[src/rtl/instr_encoder.sv]
// RV32I field-set encoder with a 2-entry output FIFO of {instr, addr, err}.
// Out-of-range immediates and illegal opcodes are replaced by a NOP and counted.
module instr_encoder #(
  parameter logic [31:0] BASE_ADDR = 32'h0
) (
  input  logic        clk,
  input  logic        rstn,
  input  logic        in_valid,
  output logic        in_ready,
  input  logic [3:0]  in_op,
  input  logic [4:0]  in_rd,
  input  logic [4:0]  in_rs1,
  input  logic [4:0]  in_rs2,
  input  logic [31:0] in_imm,
  output logic        out_valid,
  input  logic        out_ready,
  output logic [31:0] out_instr,
  output logic [31:0] out_addr,
  output logic        out_err,
  output logic [7:0]  err_cnt
);

  localparam logic [31:0] NOP      = 32'h0000_0013;
  localparam logic [6:0]  OPC_OP   = 7'b0110011;
  localparam logic [6:0]  OPC_IMM  = 7'b0010011;
  localparam logic [6:0]  OPC_LOAD = 7'b0000011;
  localparam logic [6:0]  OPC_STOR = 7'b0100011;
  localparam logic [6:0]  OPC_BR   = 7'b1100011;
  localparam logic [6:0]  OPC_JAL  = 7'b1101111;
  localparam logic [6:0]  OPC_JALR = 7'b1100111;

  // Entry layout: {instr[31:0], addr[31:0], err}
  logic [64:0] head_q, head_d;
  logic [64:0] tail_q, tail_d;
  logic [1:0]  count_q, count_d;
  logic        ready_q;
  logic [31:0] addr_q, addr_d;
  logic [7:0]  err_cnt_q, err_cnt_d;

  logic [31:0] enc_word;
  logic        enc_err;
  logic        imm_i_ok, imm_b_ok, imm_j_ok;
  logic        push, pop;
  logic [64:0] new_entry;

  // A value fits a signed N-bit field when all bits above N-1 equal the sign bit.
  assign imm_i_ok = (&in_imm[31:11]) | ~(|in_imm[31:11]);
  assign imm_b_ok = ((&in_imm[31:12]) | ~(|in_imm[31:12])) & ~in_imm[0];
  assign imm_j_ok = ((&in_imm[31:20]) | ~(|in_imm[31:20])) & ~in_imm[0];

  always_comb begin
    enc_word = NOP;
    enc_err  = 1'b0;
    case (in_op)
      4'd0: enc_word = {7'b0000000, in_rs2, in_rs1, 3'b000, in_rd, OPC_OP};
      4'd1: begin
        enc_err  = ~imm_i_ok;
        enc_word = {in_imm[11:0], in_rs1, 3'b000, in_rd, OPC_IMM};
      end
      4'd2: begin
        enc_err  = ~imm_i_ok;
        enc_word = {in_imm[11:0], in_rs1, 3'b010, in_rd, OPC_LOAD};
      end
      4'd3: begin
        enc_err  = ~imm_i_ok;
        enc_word = {in_imm[11:5], in_rs2, in_rs1, 3'b010, in_imm[4:0], OPC_STOR};
      end
      4'd4, 4'd5: begin
        enc_err  = ~imm_b_ok;
        enc_word = {in_imm[12], in_imm[10:5], in_rs2, in_rs1, 2'b10, in_op[0],
                    in_imm[4:1], in_imm[11], OPC_BR};
      end
      4'd6: begin
        enc_err  = ~imm_j_ok;
        enc_word = {in_imm[20], in_imm[10:1], in_imm[11], in_imm[19:12], in_rd, OPC_JAL};
      end
      4'd7: begin
        enc_err  = ~imm_i_ok;
        enc_word = {in_imm[11:0], in_rs1, 3'b000, in_rd, OPC_JALR};
      end
      default: enc_err = 1'b1;
    endcase
    if (enc_err) enc_word = NOP;
  end

  assign out_valid = (count_q != 2'd0);
  assign in_ready  = ready_q & (count_q != 2'd2);
  assign push      = in_valid & in_ready;
  assign pop       = out_valid & out_ready;
  assign new_entry = {enc_word, addr_q, enc_err};

  always_comb begin
    head_d  = head_q;
    tail_d  = tail_q;
    count_d = count_q;
    case (count_q)
      2'd0: begin
        if (push) begin
          head_d  = new_entry;
          count_d = 2'd1;
        end
      end
      2'd1: begin
        if (push && pop) begin
          head_d = new_entry;
        end else if (push) begin
          tail_d  = new_entry;
          count_d = 2'd2;
        end else if (pop) begin
          count_d = 2'd0;
        end
      end
      default: begin
        if (pop) begin
          head_d  = tail_q;
          count_d = 2'd1;
        end
      end
    endcase
  end

  always_comb begin
    addr_d    = addr_q;
    err_cnt_d = err_cnt_q;
    if (push) begin
      addr_d = addr_q + 32'd4;
      if (enc_err && (err_cnt_q != 8'hFF)) err_cnt_d = err_cnt_q + 8'd1;
    end
  end

  always_ff @(posedge clk) begin
    if (!rstn) begin
      head_q    <= '0;
      tail_q    <= '0;
      count_q   <= '0;
      ready_q   <= 1'b0;
      addr_q    <= BASE_ADDR;
      err_cnt_q <= '0;
    end else begin
      head_q    <= head_d;
      tail_q    <= tail_d;
      count_q   <= count_d;
      ready_q   <= 1'b1;
      addr_q    <= addr_d;
      err_cnt_q <= err_cnt_d;
    end
  end

  assign out_instr = head_q[64:33];
  assign out_addr  = head_q[32:1];
  assign out_err   = head_q[0];
  assign err_cnt   = err_cnt_q;

endmodule

[config.mk]
export PLATFORM = sky130hd
export DESIGN_NAME = instr_encoder
export DESIGN_NICKNAME = d
export VERILOG_FILES = /design/src/rtl/instr_encoder.sv
export SDC_FILE = /design/constraint.sdc
export NUM_CORES = 1
export LEC_CHECK = 0
export CAP_MARGIN = 20
export CORE_MARGIN = 3
export CORE_UTILIZATION = 45
export DETAILED_ROUTE_END_ITERATION = 16
export GPL_ROUTABILITY_DRIVEN = 0
export PLACE_DENSITY_LB_ADDON = 0.08
export SLEW_MARGIN = 10
export SYNTH_ARGS = -nofsm -noshare
export SYNTH_HDL_FRONTEND = slang
export SYNTH_SLANG_ARGS = --single-unit
[constraint.sdc]
create_clock -name clk -period 5.5 [get_ports clk]
set_input_delay 0.825 -clock clk [delete_from_list [all_inputs] [get_ports clk]]
set_output_delay 0.825 -clock clk [all_outputs]
set_load 0.03 [all_outputs]
==> flow_summary_export.csv <==
group,metric,value,unit
pwr,ir_worst_vdd,0.000206,V
detailed_routing,drc,0,
floorplan,rows,45,
critical_path,timing.critical_path.from,"in_op[1]",
pwr,powerDensity,299,nW/um2
clock_tree,clock-root-buffer,"clkbuf_16",
global_routing,groute.usage.overall,19.5,%
critical_path,worstPathMaxFanout,24,
timing,slew_violations,0,
critical_path,cp_data_arrival_time,4.13,ns
timing,post-route-period-util,68.8,%
critical_path,worstSetupStartpointType,"primary input",
logic_synthesis,syn_avg_cell_area,8.29,um2
detailed_routing,drt_iter0_markers,404,
global_routing,overflow,0,
logic_synthesis,ys.flop_type,"dfxtp_1",
detailed_routing,drt-vias-per-instance,5.28,
final_layout,fin_nets,1018,
clock_tree,cts_buffers,17,
clock_tree,cts_resized,0,
clock_tree,hold_buffers,0,
logic_synthesis,synth_warnings,0,
detailed_routing,antenna_left,0,
logic_synthesis,synthTopCellsByArea,"dfxtp_1, nand2_1, a21oi_1",
pwr,p_leak,0.00298,uW
clock_tree,clk_pin_slew,0.06,ns
place,placed_area,8620,um2
final_layout,n_antenna_cell,0,
logic_synthesis,synth_top_area_share,45.4,%
logic_synthesis,synth_cell_type_count,51,
logic_synthesis,syn-instance-count,877,
timing,slew_headroom,33.3,%
timing,tightest_slew,1.00,ns
detailed_routing,wl,17400,um
floorplan,core,15500,um2
floorplan,ios,130,
critical_path,reg2reg_from,"count_q[1]",
logic_synthesis,synth_area,7270,um2
floorplan,start_util,46.9,%
logic_synthesis,yosysSeqAreaShare,45.4,%
final_layout,drive_gt1_share,4.93,%
place,dp_hpwl,11100,um
hold_path,hp-class,"flip-flop to flip-flop",
global_routing,grt_pass1_wl,28600,um
clock_tree,clk_latency,0.42,ns
timing,finalHoldViolCount,0,
final_layout,final_common_cell,"dfxtp_1",
global_routing,antenna_found_initial,0,
detailed_routing,num_vias,6260,
final_layout,area_delta_synth_final,26.9,%
clock_tree,cts-htree-levels,4,
final_layout,nFillCells,1426,
timing,rsz0062_at_grt,"false",
critical_path,max_stage_delay,0.84,ns
clock_tree,clock-sinks,165,
critical_path,path_cells,"clkdlybuf4s50_1, nor2b_1, nand2_1, nor3_1, a2111oi_4, o31a_1, buf_4, nand3b_1, a31oi_1",
logic_synthesis,synth-seq-cells,165,
critical_path,cp.required,5.84,ns
critical_path,crit_type,"primary input to flip-flop",
critical_path,cpMaxStageDelayCell,"o31a_1",
critical_path,timing.critical_path.to_type,"flip-flop",
timing,hold_slack,0.452,ns
final_layout,fin_util,59.6,%
clock_tree,clock_path_buffers,2,
detailed_routing,firstDrtPassIters,4,
timing,setup_violations,0,
logic_synthesis,yosysTopAreaCell,"dfxtp_1",
floorplan,fp.dieW,133,um
clock_tree,cts_tree,"done",
hold_path,holdCritStartpoint,"tail_q[40]",
run_status,status,"complete, no violations",
place,port_buffers,127,
flow_run,cap_violations,0,
global_routing,grt_pass1_vias,5690,
timing,setup_tns,0,ns
clock_tree,postCtsSetupRepairBufs,0,
logic_synthesis,synth_edf_count,0,
detailed_routing,drt-wirelength-per-cell,14.7,um
floorplan,die_area,17700,um2
timing,period_minus_slack,3.79,ns
final_layout,fin_area,9220,um2
logic_synthesis,async_reset_ff_share,0,%
timing,final.setup_skew,0.00671,ns
final_layout,final_cell_mix,"dfxtp_1, nand2_1, clkdlybuf4s50_1",
floorplan,die_h,133,um
timing,fmax,264,MHz
critical_path,r2r_slack,2.81,ns
global_routing,grt_max_degree,95,
## critical path: cells and delay by family
family                 cells  cell delay, ns
AND/OR/NAND/NOR            4            0.84
AO/OA/AOI/OAI              3            1.41
buffers and inverters      2            1.04
## cell families (layout without fill, tap and decap cells)
kind of cell,count (synthesis),in the layout,share of synthesized area (%)
other,1,2,0.0516
xor gates and xnor gates,28,28,3.37
muxes,41,41,5.68
AOI/OAI and AO/OA,207,207,17.5
DFF,165,165,45.4
buffers and inverters,78,174,4.30
adders and majority gates,2,2,0.344
and+or+nand+nor,355,355,23.3
## cells in the mapped netlist, drive strengths merged (11+ instances only)
master and instances:
or3 35, mux2i 39, nand2 136, a211oi 29, nand4 14, nor3 11
buf 14, nand3 18, o21ai 39, dfxtp 165, a21oi 83, clkbuf 58
xor2 15, xnor2 13, a31oi 23, nor2 79, and3 11
## final timing paths
check / to / cells after the start
hold reg to reg: tail_q[40] / 2
setup / recovery: head_q[39] / 9
hold / removal: tail_q[40] / 2
setup reg to reg: tail_q[52] / 7
## power by group
part / leakage [uW] / internal (uW) / switching (uW)
Sequential: 0.00134 / 1230 / 19.9
Clock: 0.000282 / 715 / 460
Combinational: 0.00135 / 138 / 191
Total: 0.00298 / 2080 / 671
## per-stage QoR
step / power, uW / worst slack [ns] / instances
global placement: 1600 / 1.38 / 1152
global route: 2860 / 1.39 / 1185
CTS: 2780 / 1.75 / 1184
detailed placement: 1600 / 1.31 / 1152
finish: 2750 / 1.71 / 1185
floorplan: 1460 / 2.68 / 878
## routing by layer
layer / part of all wire [%] / global-route usage, % / vias to the layer above
met1: 49 / 27.1 / 2876
li1: - / - / 3269
met4: 1.2 / 5.37 / 0
met5: 0 / 0 / -
met3: 3.7 / 4.76 / 21
met2: 46 / 30.4 / 94
## flip-flops by register name, summed over array words and instances (netlist names)
name	cells
head_q	62
err_cnt	8
ready_q	1
addr_q	30
count_q	2
tail_q	62
## final cells by class
type	count	area (um2)	area share, %
clock buffer	24	492	5.33
tap	211	264	2.86
multi-input combinational	635	3680	39.9
sequential	165	3310	35.9
timing repair buffer	136	1360	14.7
inverter	6	23.8	0.258
clock inverter	8	97.6	1.06
Power figures use the tool's default switching activity.
